$ cat config.mk
export PLATFORM = sky130hd
export DESIGN_NAME = decode_queue
export DESIGN_NICKNAME = d
export VERILOG_FILES = /design/src/rtl/decode_queue.sv
export SDC_FILE = /design/constraint.sdc
export NUM_CORES = 1
export LEC_CHECK = 0
export ABC_AREA = 0
export CORE_UTILIZATION = 49
export DETAILED_ROUTE_END_ITERATION = 10
export PLACE_DENSITY = 0.84
export SLEW_MARGIN = 20
export SYNTH_ARGS = -nofsm -noshare
export SYNTH_HDL_FRONTEND = slang
export SYNTH_SLANG_ARGS = --single-unit
$ cat constraint.sdc
create_clock -name i_clock -period 4.16 [get_ports i_clock]
set_clock_uncertainty 0.05 [all_clocks]
set_input_delay 0.832 -clock i_clock [delete_from_list [all_inputs] [get_ports i_clock]]
set_output_delay 0.832 -clock i_clock [all_outputs]
set_load 0.05 [all_outputs]
$ cat src/rtl/decode_queue.sv
// rtl/decode_queue.sv - DEPTH-entry instruction queue with combinational head decode
module decode_queue #(
  parameter int DEPTH   = 4,
  parameter int XLEN    = 32,
  parameter int PRED_EN = 1
) (
  input  logic                       i_clock,
  input  logic                       i_reset,
  input  logic                       i_valid,
  output logic                       o_ready,
  input  logic [31:0]                i_inst,
  input  logic [XLEN-1:0]            i_pc,
  input  logic [XLEN-1:0]            i_imm,
  input  logic                       i_exception,
  input  logic [3:0]                 i_mcause,
  input  logic                       i_predict,
  output logic                       o_valid,
  input  logic                       i_ready,
  input  logic                       i_stall,
  input  logic                       i_flush,
  output logic [6:0]                 o_op,
  output logic [2:0]                 o_func,
  output logic [4:0]                 o_reg_rd,
  output logic [4:0]                 o_reg_rs1,
  output logic [4:0]                 o_reg_rs2,
  output logic                       o_reg_wen,
  output logic [XLEN-1:0]            o_imm,
  output logic [XLEN-1:0]            o_pc,
  output logic [11:0]                o_csr,
  output logic [1:0]                 o_csr_t,
  output logic                       o_mret,
  output logic                       o_exception,
  output logic [3:0]                 o_mcause,
  output logic                       o_predict,
  output logic [$clog2(DEPTH):0]     o_count
);
  localparam int AW = $clog2(DEPTH);
  localparam int CW = AW + 1;

  logic [31:0]     inst_mem  [DEPTH];
  logic [XLEN-1:0] pc_mem    [DEPTH];
  logic [XLEN-1:0] imm_mem   [DEPTH];
  logic            exc_mem   [DEPTH];
  logic [3:0]      cause_mem [DEPTH];

  logic [AW-1:0] rp, wp;
  logic [CW-1:0] count;
  logic          enq, deq;

  // Handshake flags come from the registered count only.
  assign o_ready = (count != CW'(DEPTH));
  assign o_valid = (count != '0);
  assign o_count = count;
  assign enq     = i_valid & o_ready & ~i_flush;
  assign deq     = o_valid & i_ready & ~i_stall & ~i_flush;

  // Pointer and occupancy bookkeeping; reset and flush both empty the queue.
  always_ff @(posedge i_clock) begin
    if (i_reset || i_flush) begin
      rp    <= '0;
      wp    <= '0;
      count <= '0;
    end else begin
      if (enq) wp <= wp + AW'(1);
      if (deq) rp <= rp + AW'(1);
      case ({enq, deq})
        2'b10:   count <= count + CW'(1);
        2'b01:   count <= count - CW'(1);
        default: count <= count;
      endcase
    end
  end

  // Entry payload storage; data itself is never reset.
  always_ff @(posedge i_clock) begin
    if (enq && !i_reset) begin
      inst_mem[wp]  <= i_inst;
      pc_mem[wp]    <= i_pc;
      imm_mem[wp]   <= i_imm;
      exc_mem[wp]   <= i_exception;
      cause_mem[wp] <= i_mcause;
    end
  end

  logic head_pred;
  generate
    if (PRED_EN != 0) begin : g_pred
      logic pred_mem [DEPTH];
      // Prediction bit storage, present only when prediction is enabled.
      always_ff @(posedge i_clock) begin
        if (enq && !i_reset) pred_mem[wp] <= i_predict;
      end
      assign head_pred = pred_mem[rp];
    end else begin : g_no_pred
      assign head_pred = 1'b0;
    end
  endgenerate

  logic [31:0] head_inst;
  logic        head_exc;
  logic [3:0]  head_cause;
  assign head_inst  = inst_mem[rp];
  assign head_exc   = exc_mem[rp];
  assign head_cause = cause_mem[rp];

  assign o_op      = head_inst[6:0];
  assign o_func    = head_inst[14:12];
  assign o_reg_rd  = head_inst[11:7];
  assign o_reg_rs1 = head_inst[19:15];
  assign o_reg_rs2 = head_inst[24:20];
  assign o_csr     = head_inst[31:20];
  assign o_imm     = imm_mem[rp];
  assign o_pc      = pc_mem[rp];
  assign o_predict = o_valid & head_pred;

  logic writes_rd, is_csr, illegal, brk, ecall, mret;
  logic [3:0] local_cause;

  // Classify the head instruction and derive decode-time exceptions.
  always_comb begin
    writes_rd   = 1'b0;
    is_csr      = 1'b0;
    illegal     = 1'b0;
    local_cause = 4'd0;
    case (head_inst[6:2])
      5'b00100, 5'b01100, 5'b00000, 5'b11011,
      5'b11001, 5'b00101, 5'b01101:            writes_rd = 1'b1;
      5'b01000, 5'b11000, 5'b00011:            writes_rd = 1'b0;
      5'b11100:                                is_csr    = 1'b1;
      default:                                 illegal   = 1'b1;
    endcase
    brk   = (head_inst == 32'h0010_0073);
    ecall = (head_inst == 32'h0000_0073);
    mret  = (head_inst == 32'h3020_0073);
    if (illegal)    local_cause = 4'd2;
    else if (brk)   local_cause = 4'd3;
    else if (ecall) local_cause = 4'd11;
  end

  assign o_exception = o_valid & (head_exc | illegal | brk | ecall);
  assign o_mcause    = head_exc ? head_cause : local_cause;
  assign o_reg_wen   = o_valid & writes_rd & ~o_exception;
  assign o_mret      = o_valid & mret;
  assign o_csr_t     = {o_valid & mret, o_valid & is_csr & (o_func != 3'd0)};
endmodule

Word level (Yosys, flattened, before mapping)

Memories as Yosys holds them, arrays and structs flattened. A register that Yosys moved wholly into a read port is not among the register bits.
Index checks and enable logic that the tools add are counted.

Register bits after elaboration: 7
RAM bits: 408
Word-level logic and storage cells: 78
Memories: 6

Memories:

| memory          | words | bits a word | rd ports | clocked after Yosys merged registers in | wr ports | RTL line | text |
|---|---|---|---|---|---|---|---|
| imm_mem         | 4     | 32          | 1        | 1                                       | 1        | 42       | `logic [XLEN-1:0] imm_mem [DEPTH];` |
| inst_mem        | 4     | 32          | 1        | 1                                       | 1        | 40       | `logic [31:0] inst_mem [DEPTH];` |
| pc_mem          | 4     | 32          | 1        | 1                                       | 1        | 41       | `logic [XLEN-1:0] pc_mem [DEPTH];` |
| cause_mem       | 4     | 4           | 1        | 1                                       | 1        | 44       | `logic [3:0] cause_mem [DEPTH];` |
| exc_mem         | 4     | 1           | 1        | 1                                       | 1        | 43       | `logic exc_mem [DEPTH];` |
| g_pred.pred_mem | 4     | 1           | 1        | 1                                       | 1        | 88       | `logic pred_mem [DEPTH];` |

$add $sub $neg: 4
Eq/ne operators: 16
Multiplexer cells: 22
Bitwise operators: 18
Reduce and logical (&&, ||, !) cells: 9

Operator list:

| cell                   | count |
|---|---|
| $eq A32 B21 Y1 const B | 1 |
| $eq A32 B30 Y1 const B | 1 |
| $eq A32 B7 Y1 const B  | 1 |
| $mux W2                | 12 |
| $eq A5 B5 Y1 const B   | 4 |
| $mux W4                | 4 |
| $eq A5 B4 Y1 const B   | 3 |
| $and A1 B1 Y1          | 12 |
| $reduce_or A11 Y1      | 1 |
| $eq A5 B3 Y1 const B   | 2 |
| $reduce_or A7 Y1       | 1 |
| $pmux W3 S2            | 1 |
| $reduce_bool A3 Y1     | 2 |
| $eq A5 B2 Y1 const B   | 1 |
| $logic_not A5 Y1       | 1 |
| $mux W1                | 5 |
| $add A2 B1 Y2 const B  | 2 |
| $add A3 B1 Y3 const B  | 1 |
| $ne A3 B3 Y1 const B   | 1 |
| $not A1 Y1             | 3 |
| $or A1 B1 Y1           | 3 |
| $sub A3 B1 Y3 const B  | 1 |
| $eq A2 B1 Y1 const B   | 1 |
| $eq A2 B2 Y1 const B   | 1 |
| other kinds (4)        | 4 |

Longest topological paths before layout

Depth after elaboration: 9
Mapped depth: 10
Depth with buffers taken out: 10

Worst setup path after synthesis

OpenSTA, ideal clock, no wires.

Path type: register to output
Start point: register with a tool-made name
End point: output o_csr_t[1]
Arrival time: 3.929 ns
Data required time: 3.278 ns
Slack: -0.651 ns
Stages on the path, launching flop included: 7
Path buffers: 2
Path through: dfxtp_1 > buf_4 > mux4_1 > nor4_1 > nand4_1 > nor4_1 > buf_4

RTL lines:

| item             | RTL line | text |
|---|---|---|
| end: declaration | 30       | `output logic [1:0] o_csr_t,` |

==> flow_summary.toml <==
[clock_network]
cts_buffer_depth = 3
cts.clk_slew.worst_paths_ns = 0.06
ctsRootBufferMaster = "clkbuf_16"
cts_made_buffers = 41
htree_levels = 2
cts_hold_buf = 0
insertion_delay_ns = 0.52
cts_tree = "done"
clock_sinks = 417

[floorplan]
die_y_um = 180
initial_utilization = 0.503
dieArea_um2 = 32400
rows = 64
die_w_um = 180
core-area_um2 = 30900
pin_count = 224

[worst_setup_path]
cp_cell_sequence = "buf_8 -> mux4_1 -> nor4_1 -> nand4_1 -> or3_4 -> o31ai_4 -> buf_12"
critPathLaunchType = "flop"
crit_required_ns = 3.28
regToRegStartpoint = "o_count[0]"
cpMaxStageDelayCell = "mux4_1"
worst-path-max-fanout = 12
cp_slowest_stage_delay_ns = 0.59
crit_arrival_ns = 3.19
crit_type = "reg -> out"
crit_buf_inv = 2
cp_top_family = "simple AND/OR/NAND/NOR gates"
worstSetupEndpointType = "output pin"

[outcome]
outcome = "finished clean"

[synth]
synthTopCellsByArea = "edfxtp_1 (79%), mux4_2 (12%), mux4_1 (3.0%)"
synth_cell_types = 41
postSynthAreaPerCell_um2 = 24.7
yosys.area_share.adder = 0.00531
synth_edf_count = 408
ys_warn_count = 0
netlist.area_leader.share = 0.789
ys_async_sr_fraction = 0
synth-seq-area-share = 0.800
muxShareOfSynthArea = 0.152
synth_xor_area_frac = 0.00282
synth-simple-area-share = 0.0179
syn_nets = 744
synth_top_family_by_area = "multiplexers"
synth_compound_area_frac = 0.00604
synth_area_leader_cell = "edfxtp_1"
ys_ff_latch = 417
syn_area_um2 = 15500
ys.flop_type = "edfxtp_1"
synthCells = 630

[finish]
final_core_util = 0.641
areaGrowthSynthToFinish_pct = 27.6
final_nets = 1009
drive_above_1_share = 0.211

[grt]
grt_pass1_wl_mm = 45.8
antenna_found_initial = 4
grt_usage = 0.188
grt_overflow_total = 0
grt_max_degree = 61
grt_pass1_vias = 7798

[routing]
via_count = 7390
route.detailed.drc = 0
drt-total-wl_mm = 29.8
viasPerCell = 5.59
wl_per_cell_um = 22.5
final_antenna_net_count = 0
firstDrtPassIters = 5
drt_iter0_markers = 572

[sta]
fmax_ghz = 0.245
fin_crit_sh = 0.979
max_slew_margin = 0.569
hold_violations = 0
finalSetupViolations = 0
holdWs_ns = 0.474
setup_slack_ns = 0.0857
worstMarginPinSlew_ns = 0.647
maxSlewViolCount = 0
period_minus_slack_ns = 4.07
setup_tns_ns = 0

[run]
drv_cap = 0

[placed_design]
detailedPlacementHpwl_mm = 18.6
dp_worst_setup_slack_ns = 0.298
io_buffers = 223
place.gp.congestion = 0.771

[hold_path]
worstHoldStart = "wp[1]"
min_path_type = "reg -> reg"

[power]
ir_drop_mv = 0.317
post-layout-total-power_mw = 8.67
power_density_nw_per_um2 = 437
p_leak_nw = 6.24
==> layout make-up <==
class / instances / area (um^2)
tap: 396 / 495
inverter: 7 / 26.3
sequential: 417 / 12400
clock inverter: 18 / 186
antenna: 2 / 5.00
timing repair buffer: 251 / 2640
fill: 2007 / 11100
clock buffer: 55 / 1120
multi-input combinational: 177 / 2910
==> flip-flops by register name, summed over array words and instances, names as in the netlist, named ones only <==
| name | cells |
|---|---|
| cause_mem | 16 |
| exc_mem | 4 |
| g_pred.pred_mem | 4 |
| imm_mem | 128 |
| inst_mem | 128 |
| o_count | 3 |
| pc_mem | 128 |
| rp | 2 |
| wp | 2 |
==> routing by layer <==
layer | GRT usage | up-vias | part of all wire
met5 | 0 | - | 0.00044
met4 | 0.0554 | 2 | 0.019
met3 | 0.0548 | 46 | 0.086
met2 | 0.310 | 311 | 0.50
met1 | 0.245 | 3790 | 0.40
li1 | - | 3241 | -
==> Yosys cell counts (all sizes together), types with 2 or more instances <==
| library cell | number |
|---|---|
| a21oi | 5 |
| and2 | 7 |
| buf | 18 |
| clkbuf | 11 |
| dfxtp | 9 |
| edfxtp | 408 |
| ha | 5 |
| inv | 7 |
| mux4 | 102 |
| nand2 | 6 |
| nand3 | 2 |
| nand4 | 4 |
| nor2 | 14 |
| nor3 | 3 |
| nor4 | 5 |
| o21ai | 4 |
| or2 | 2 |
| or3 | 2 |
| xnor2 | 2 |
| xor2 | 3 |
==> where the power goes <==
| group | switching (mW) | internal, mW | leakage [nW] |
|---|---|---|---|
| combinational | 0.239 | 0.186 | 1.83 |
| clock | 1.44 | 2.14 | 0.642 |
| sequential | 0.0101 | 4.66 | 3.76 |
| total | 1.69 | 6.98 | 6.24 |
==> final timing paths <==
kind	end	slack, ns	cells after the start
setup / recovery	o_mcause[3]	0.09	7
hold reg to reg	wp[1]	0.47	2
setup reg to reg	o_count[2]	1.84	9
hold / removal	wp[1]	0.47	2
==> worst register-to-register path, stage by stage, from the launching register on <==
cell and delay (ns):
dfxtp_1 0.39, nor3_1 0.12, nor4b_1 0.27, buf_4 0.18
ha_1 0.17, inv_1 0.06, fa_1 0.37, xor2_1 0.16
or3_1 0.32, a21oi_1 0.17
==> timing repair <==
| item | in CTS | in global routing |
|---|---|---|
| gates resized for setup | 4 | 5 |
| pin swaps | 1 | 1 |
| endpoints found under the setup margin | 57 | 30 |
| setup buffers | 6 | 3 |
==> logic make-up after synthesis <==
kind of cell / count (synthesis)
buffers and inverters: 36
AND/OR/NAND/NOR: 50
AO/OA/AOI/OAI: 14
XOR/XNOR: 5
multiplexers: 102
adder cells (fa/ha/maj): 6
flip-flops: 417
==> stage by stage <==
step | std cells | cell area (um^2)
after floorplan | 630 | 15500
after global placement | 1239 | 18400
after detailed placement | 1239 | 18400
after CTS | 1318 | 19800
after global routing | 1321 | 19800
final | 1323 | 19800
==> placed cells by master (no fill, tap or decap), types with 5 or more instances in the layout <==
cell / count
edfxtp_1: 408
buf_4: 17
clkbuf_1: 12
ha_1: 5
clkinv_1: 6
dfxtp_1: 7
inv_1: 7
mux4_1: 17
clkinv_2: 7
nand2_1: 6
mux4_2: 85
buf_12: 16
nor2_1: 14
clkbuf_16: 43
clkdlybuf4s50_1: 215
No activity file was read; power rests on OpenSTA's default activity.
